[config.mk]
export PLATFORM = sky130hd
export DESIGN_NAME = decoder_scan_n
export DESIGN_NICKNAME = d
export VERILOG_FILES = /design/src/rtl/decoder_scan_n_pkg.sv /design/src/rtl/decoder_scan_n_dwell_timer.sv /design/src/rtl/decoder_scan_n.sv
export SDC_FILE = /design/constraint.sdc
export NUM_CORES = 1
export LEC_CHECK = 0
export CAP_MARGIN = 10
export CELL_PAD_IN_SITES_DETAIL_PLACEMENT = 1
export CELL_PAD_IN_SITES_GLOBAL_PLACEMENT = 2
export CORE_UTILIZATION = 36
export DETAILED_ROUTE_END_ITERATION = 6
export GPL_TIMING_DRIVEN = 0
export HOLD_SLACK_MARGIN = 0.08
export PLACE_DENSITY = 0.92
export SETUP_SLACK_MARGIN = 0.1
export SLEW_MARGIN = 10
export SYNTH_ARGS = -nofsm -noshare
export SYNTH_HDL_FRONTEND = slang
export SYNTH_HIERARCHICAL = 1
export SYNTH_SLANG_ARGS = --single-unit
[constraint.sdc]
create_clock -name clk -period 7 [get_ports clk]
set_input_delay 1.4 -clock clk [delete_from_list [all_inputs] [get_ports clk]]
set_output_delay 1.4 -clock clk [all_outputs]
set_load 0.01 [all_outputs]
[src/rtl/decoder_scan_n_pkg.sv]
// decoder_pkg: shared definitions for the scanning N-to-2^N decoder.
//   MODE_DIRECT / MODE_SCAN : values of the mode input
//   state_e                 : controller states (IDLE, DIRECT, SCAN)
//   onehot()                : one-hot of a select value, MAX_OUTS bits wide;
//                             callers size-cast down to their own 2**SEL_W.
package decoder_pkg;

  localparam logic MODE_DIRECT = 1'b0;
  localparam logic MODE_SCAN   = 1'b1;

  typedef enum logic [1:0] {
    ST_IDLE   = 2'd0,
    ST_DIRECT = 2'd1,
    ST_SCAN   = 2'd2
  } state_e;

  // Widest select supported by onehot(); SEL_W must not exceed this.
  localparam int MAX_SEL_W = 8;
  localparam int MAX_OUTS  = 1 << MAX_SEL_W;

  function automatic logic [MAX_OUTS-1:0] onehot(input logic [MAX_SEL_W-1:0] sel);
    onehot      = '0;
    onehot[sel] = 1'b1;
  endfunction

endpackage

[src/rtl/decoder_scan_n_dwell_timer.sv]
// dwell_timer: dwell counter for the scan sweep.
//   clk, rst_n : clock, async active-low reset
//   clear_i    : force count to 0 (highest priority)
//   run_i      : count this cycle; otherwise the count holds
//   dwell_i    : live hold threshold
//   tick_o     : run_i and count >= dwell_i; the count self-clears on tick
module dwell_timer #(
  parameter int DWELL_W = 16
) (
  input  logic               clk,
  input  logic               rst_n,
  input  logic               clear_i,
  input  logic               run_i,
  input  logic [DWELL_W-1:0] dwell_i,
  output logic               tick_o
);

  logic [DWELL_W-1:0] cnt_q, cnt_d;

  // >= rather than == so a dwell lowered below the current count
  // advances on the very next edge instead of waiting for a wrap.
  assign tick_o = run_i && (cnt_q >= dwell_i);

  always_comb begin
    cnt_d = cnt_q;
    if (clear_i)     cnt_d = '0;
    else if (tick_o) cnt_d = '0;
    else if (run_i)  cnt_d = cnt_q + DWELL_W'(1);
  end

  always_ff @(posedge clk or negedge rst_n) begin
    if (!rst_n) cnt_q <= '0;
    else        cnt_q <= cnt_d;
  end

endmodule

[src/rtl/decoder_scan_n.sv]
// decoder_scan_n: registered N-to-2^N one-hot decoder with a dwell-timed
// scan mode for multiplexed digit / keypad row selection.
//   clk, rst_n : clock, async active-low reset
//   en         : 0 forces outputs idle and freezes idx / dwell count
//   mode       : 0 = direct decode of I, 1 = free-running scan
//   I          : select value (direct mode)
//   dwell      : scan hold; each index is held dwell+1 cycles
//   y          : registered one-hot (one-cold when ACTIVE_LOW)
//   idx        : index currently driven on y
//   wrap       : one-cycle pulse when the scan index wraps to 0
module decoder_scan_n
  import decoder_pkg::*;
#(
  parameter int SEL_W      = 2,
  parameter int DWELL_W    = 16,
  parameter int ACTIVE_LOW = 0
) (
  input  logic                  clk,
  input  logic                  rst_n,
  input  logic                  en,
  input  logic                  mode,
  input  logic [SEL_W-1:0]      I,
  input  logic [DWELL_W-1:0]    dwell,
  output logic [(2**SEL_W)-1:0] y,
  output logic [SEL_W-1:0]      idx,
  output logic                  wrap
);

  localparam int OUTS = 2 ** SEL_W;

  function automatic logic [OUTS-1:0] oh(input logic [SEL_W-1:0] s);
    oh = OUTS'(onehot(MAX_SEL_W'(s)));
  endfunction

  state_e          state_q;
  logic [SEL_W-1:0] idx_q;
  logic [OUTS-1:0]  y_q;      // active-high image of y
  logic             wrap_q;
  logic             fresh_q;  // sweep must restart at 0 on next scan cycle
  logic             restart;
  logic             tmr_clear, tmr_run, tick;

  // A sweep restarts after reset and after any direct-mode cycle, even
  // if idle cycles sit in between; an en drop inside scan resumes.
  assign restart   = fresh_q || (state_q == ST_DIRECT);
  assign tmr_clear = en && ((mode == MODE_DIRECT) || restart);
  assign tmr_run   = en && (mode == MODE_SCAN) && !restart;

  dwell_timer #(.DWELL_W(DWELL_W)) u_timer (
    .clk     (clk),
    .rst_n   (rst_n),
    .clear_i (tmr_clear),
    .run_i   (tmr_run),
    .dwell_i (dwell),
    .tick_o  (tick)
  );

  always_ff @(posedge clk or negedge rst_n) begin
    if (!rst_n) begin
      state_q <= ST_IDLE;
      idx_q   <= '0;
      y_q     <= '0;
      wrap_q  <= 1'b0;
      fresh_q <= 1'b1;
    end else begin
      wrap_q <= 1'b0;
      if (!en) begin
        state_q <= ST_IDLE;
        y_q     <= '0;
        fresh_q <= restart;
      end else if (mode == MODE_DIRECT) begin
        state_q <= ST_DIRECT;
        idx_q   <= I;
        y_q     <= oh(I);
        fresh_q <= 1'b0;
      end else begin
        state_q <= ST_SCAN;
        fresh_q <= 1'b0;
        if (restart) begin
          idx_q <= '0;
          y_q   <= oh('0);
        end else if (tick) begin
          idx_q  <= idx_q + SEL_W'(1);
          y_q    <= oh(idx_q + SEL_W'(1));
          wrap_q <= &idx_q;
        end else begin
          y_q <= oh(idx_q);
        end
      end
    end
  end

  assign y    = (ACTIVE_LOW != 0) ? ~y_q : y_q;
  assign idx  = idx_q;
  assign wrap = wrap_q;

endmodule

==> flow_summary.json <==
{
  "synth_top_family_by_area": "simple AND/OR/NAND/NOR gates",
  "avgSynthCellArea_um2": 9.32,
  "portBuffers": 27,
  "grt_max_degree": 27,
  "post_cts_resized": 0,
  "syn_area_um2": 1930,
  "place_hpwl_um": 3440,
  "skew_ns": 0.00640,
  "drt_pass1_iterations": 4,
  "cts.reportedPaths.clkPinSlew_ns": 0.09,
  "gp_congestion": 0.766,
  "pwr_density_cell_nw_per_um2": 144,
  "hold_viol_final": 0,
  "synth-simple-area-share_pct": 23.0,
  "htree_levels": 1,
  "synthXorXnorAreaFrac_pct": 0,
  "slowest_stage": "clkdlybuf4s50_1",
  "grt_pass1_wl_um": 7470,
  "drtIter0Drc": 32,
  "cts_num_sinks": 26,
  "holdWs_ns": 0.522,
  "cts.path.max_buffers": 2,
  "synth-compound-area-share_pct": 18.4,
  "start_util_pct": 37.5,
  "relSlewSlack_pct": 60.5,
  "outcome": "completed",
  "yosysWarnings": 6,
  "setup_violations": 0,
  "final_core_util_pct": 45.5,
  "ys_types": 52,
  "io_pins": 29,
  "period_minus_slack_ns": 3.82,
  "fillers": 624,
  "maxCapViolations": 0,
  "ir_drop_mv": 0.0777,
  "syn_to_final_growth_pct": 21.1,
  "synth_nets": 252,
  "worstMarginPinSlew_ns": 0.593,
  "fp.dieArea_um2": 5660,
  "layout.nets": 284,
  "antenna_left": 0,
  "ys_async_sr_fraction_pct": 100,
  "end_kind": "flip-flop",
  "muxShareOfSynthArea_pct": 2.66,
  "finalCritPeriodShare_pct": 54.6,
  "path_class": "in -> reg",
  "fin_cells": 308,
  "tns_ns": 0,
  "track_usage_pct": 17.5,
  "rsz0062_at_grt": "no",
  "post-route-drc-count": 0,
  "p_leak_nw": 1.16,
  "place_inst": 304,
  "drive_above_1_share_pct": 10.9,
  "cts_tree": "yes",
  "core_area_um2": 5140,
  "antenna_found_initial": 0,
  "synth-adder-area-share_pct": 14.9,
  "synthFlopType": "dfrtp_1",
  "vias_per_cell": 5.19,
  "fmax_ghz": 0.262,
  "grt_overflow": 0,
  "critPathMaxStageDelay_ns": 0.45,
  "synthCells": 207,
  "post_cts_buffers": 0,
  "cts_hold_buf": 0,
  "grt_pass1_vias": 1583,
  "post_drt_wl_per_cell_um": 14.2,
  "die_h_um": 75.2,
  "diodes": 0,
  "vias": 1598,
  "min-delay-path-class": "reg -> reg",
  "cp_cell_sequence": "clkdlybuf4s50_1, inv_1, ha_1, nand4_1, nor3_1, nor4b_2, nor2_1, a21boi_0, buf_2, mux2i_1, o32ai_1, and2_1",
  "cts_root_buf": "clkbuf_8",
  "arrival_ns": 3.99,
  "seq_area_frac_synth_pct": 33.8,
  "startpoint_type": "input port",
  "clkLatencyLatePin_ns": 0.27,
  "maxSlewViolCount": 0,
  "dieWidth_um": 75.2,
  "row_count": 26,
  "drt-total-wl_um": 4380,
  "synth_seq_cells": 26,
  "worstPathRequired_ns": 7.17,
  "cts_inserted_buffers": 3,
  "cp_max_fo": 8,
  "synth-edff-count": 0
}
## layer usage
metal  part of all wire, %  wire length (um)  vias up  GRT usage [%]
li1                      -                 -      794              -
met5                     0                 0        -              0
met3                   3.6               157        4           2.81
met4                  0.89                39        0           3.70
met2                    48              2120       30           30.6
met1                    47              2060      770           23.0
## synthesized netlist by cell type, types with 2 or more instances
| cell type | number | share of area (%) |
|---|---|---|
| dfrtp_1 | 25 | 32 |
| ha_1 | 23 | 15 |
| inv_1 | 22 | 4.3 |
| nand2_1 | 18 | 3.5 |
| nor2_1 | 12 | 2.3 |
| a21o_1 | 9 | 3.5 |
| o21ai_0 | 9 | 2.3 |
| a21oi_1 | 8 | 2.1 |
| and3_1 | 7 | 2.3 |
| o21ai_1 | 7 | 1.8 |
| nor3b_2 | 5 | 3.2 |
| mux2i_1 | 4 | 2.1 |
| nor2b_1 | 4 | 1.3 |
| nand2b_1 | 3 | 0.97 |
| nand3_1 | 3 | 0.78 |
| nand4_1 | 3 | 0.97 |
| nor3_1 | 3 | 0.78 |
| o22a_1 | 3 | 1.4 |
| buf_6 | 2 | 1.2 |
| nor4_1 | 2 | 0.65 |
| o21a_1 | 2 | 0.78 |
| o32ai_1 | 2 | 0.91 |
| or3b_1 | 2 | 0.91 |
## critical path: cells and delay by family
kind | cells | cell delay [ns]
multiplexers | 1 | 0.24
buffers and inverters | 3 | 0.72
adder cells (fa/ha/maj) | 1 | 0.32
AND/OR/NAND/NOR | 5 | 1.04
AO/OA/AOI/OAI | 2 | 0.27
## kinds of logic (layout without fill, tap and decap cells)
group | Yosys count | count (layout)
muxes | 5 | 5
adders and majority gates | 23 | 23
and+or+nand+nor | 73 | 73
buffers and inverters | 29 | 60
DFF | 26 | 26
AOI/OAI and AO/OA | 51 | 51
## registers in the layout, indices dropped and copies added (netlist names)
| register | cells |
|---|---|
| u_timer/cnt_q | 16 |
| y | 4 |
| idx | 2 |
| state_q | 2 |
| fresh_q | 1 |
| wrap | 1 |
## per-stage QoR
step | total power [mW] | instance area [um2] | worst slack, ns
after detailed placement | 0.243 | 2280 | 2.90
after global placement | 0.241 | 2290 | 2.90
final | 0.337 | 2340 | 3.18
after global routing | 0.360 | 2340 | 2.89
after floorplan | 0.209 | 1930 | 3.73
after CTS | 0.344 | 2340 | 3.16
## path summary, 6_finish.rpt
check,end,start,depth (start not counted),slack [ns]
worst min-delay path,fresh_q,fresh_q,2,0.52
worst min register to register,fresh_q,fresh_q,2,0.52
worst max-delay path,y[1],dwell[15],12,3.18
worst max register to register,y[1],u_timer/cnt_q[13],10,4.34
max in group asynchronous,u_timer/cnt_q[10],rst_n,1,5.49
min in group asynchronous,u_timer/cnt_q[0],rst_n,1,1.13
## cells in the final DEF (no fill, tap or decap), types with 2 or more instances in the layout
master,Yosys,final
and3_1,7,7
dfrtp_1,25,25
nor4_1,2,2
nor2b_1,4,4
nand2b_1,3,3
ha_1,23,23
or3b_1,2,2
nand3_1,3,3
clkdlybuf4s50_1,0,26
inv_1,22,22
o32ai_1,2,2
nor2_1,12,12
o21ai_1,7,7
mux2i_1,4,4
a21o_1,9,9
o21ai_0,9,9
o21a_1,2,2
buf_6,2,2
nand2_1,18,18
a21oi_1,8,8
clkbuf_8,0,4
o22a_1,3,3
buf_2,1,2
nor3b_2,5,5
nor3_1,3,3
nand4_1,3,3
## where the power goes
group,switching (mW),total [mW],internal [mW]
Sequential,0.00635,0.163,0.156
Clock,0.0473,0.0977,0.0503
Combinational,0.0374,0.0763,0.0388
## final cells by class
type | instances | area [um2] | share of cell area, %
Timing Repair Buffer | 27 | 265 | 11.3
Clock buffer | 4 | 55.1 | 2.36
Buffer | 6 | 53.8 | 2.30
Multi-Input combinational cell | 152 | 1140 | 48.7
Tap cell | 70 | 87.6 | 3.75
Inverter | 23 | 86.3 | 3.69
Sequential cell | 26 | 652 | 27.9
Power figures use the tool's default switching activity.
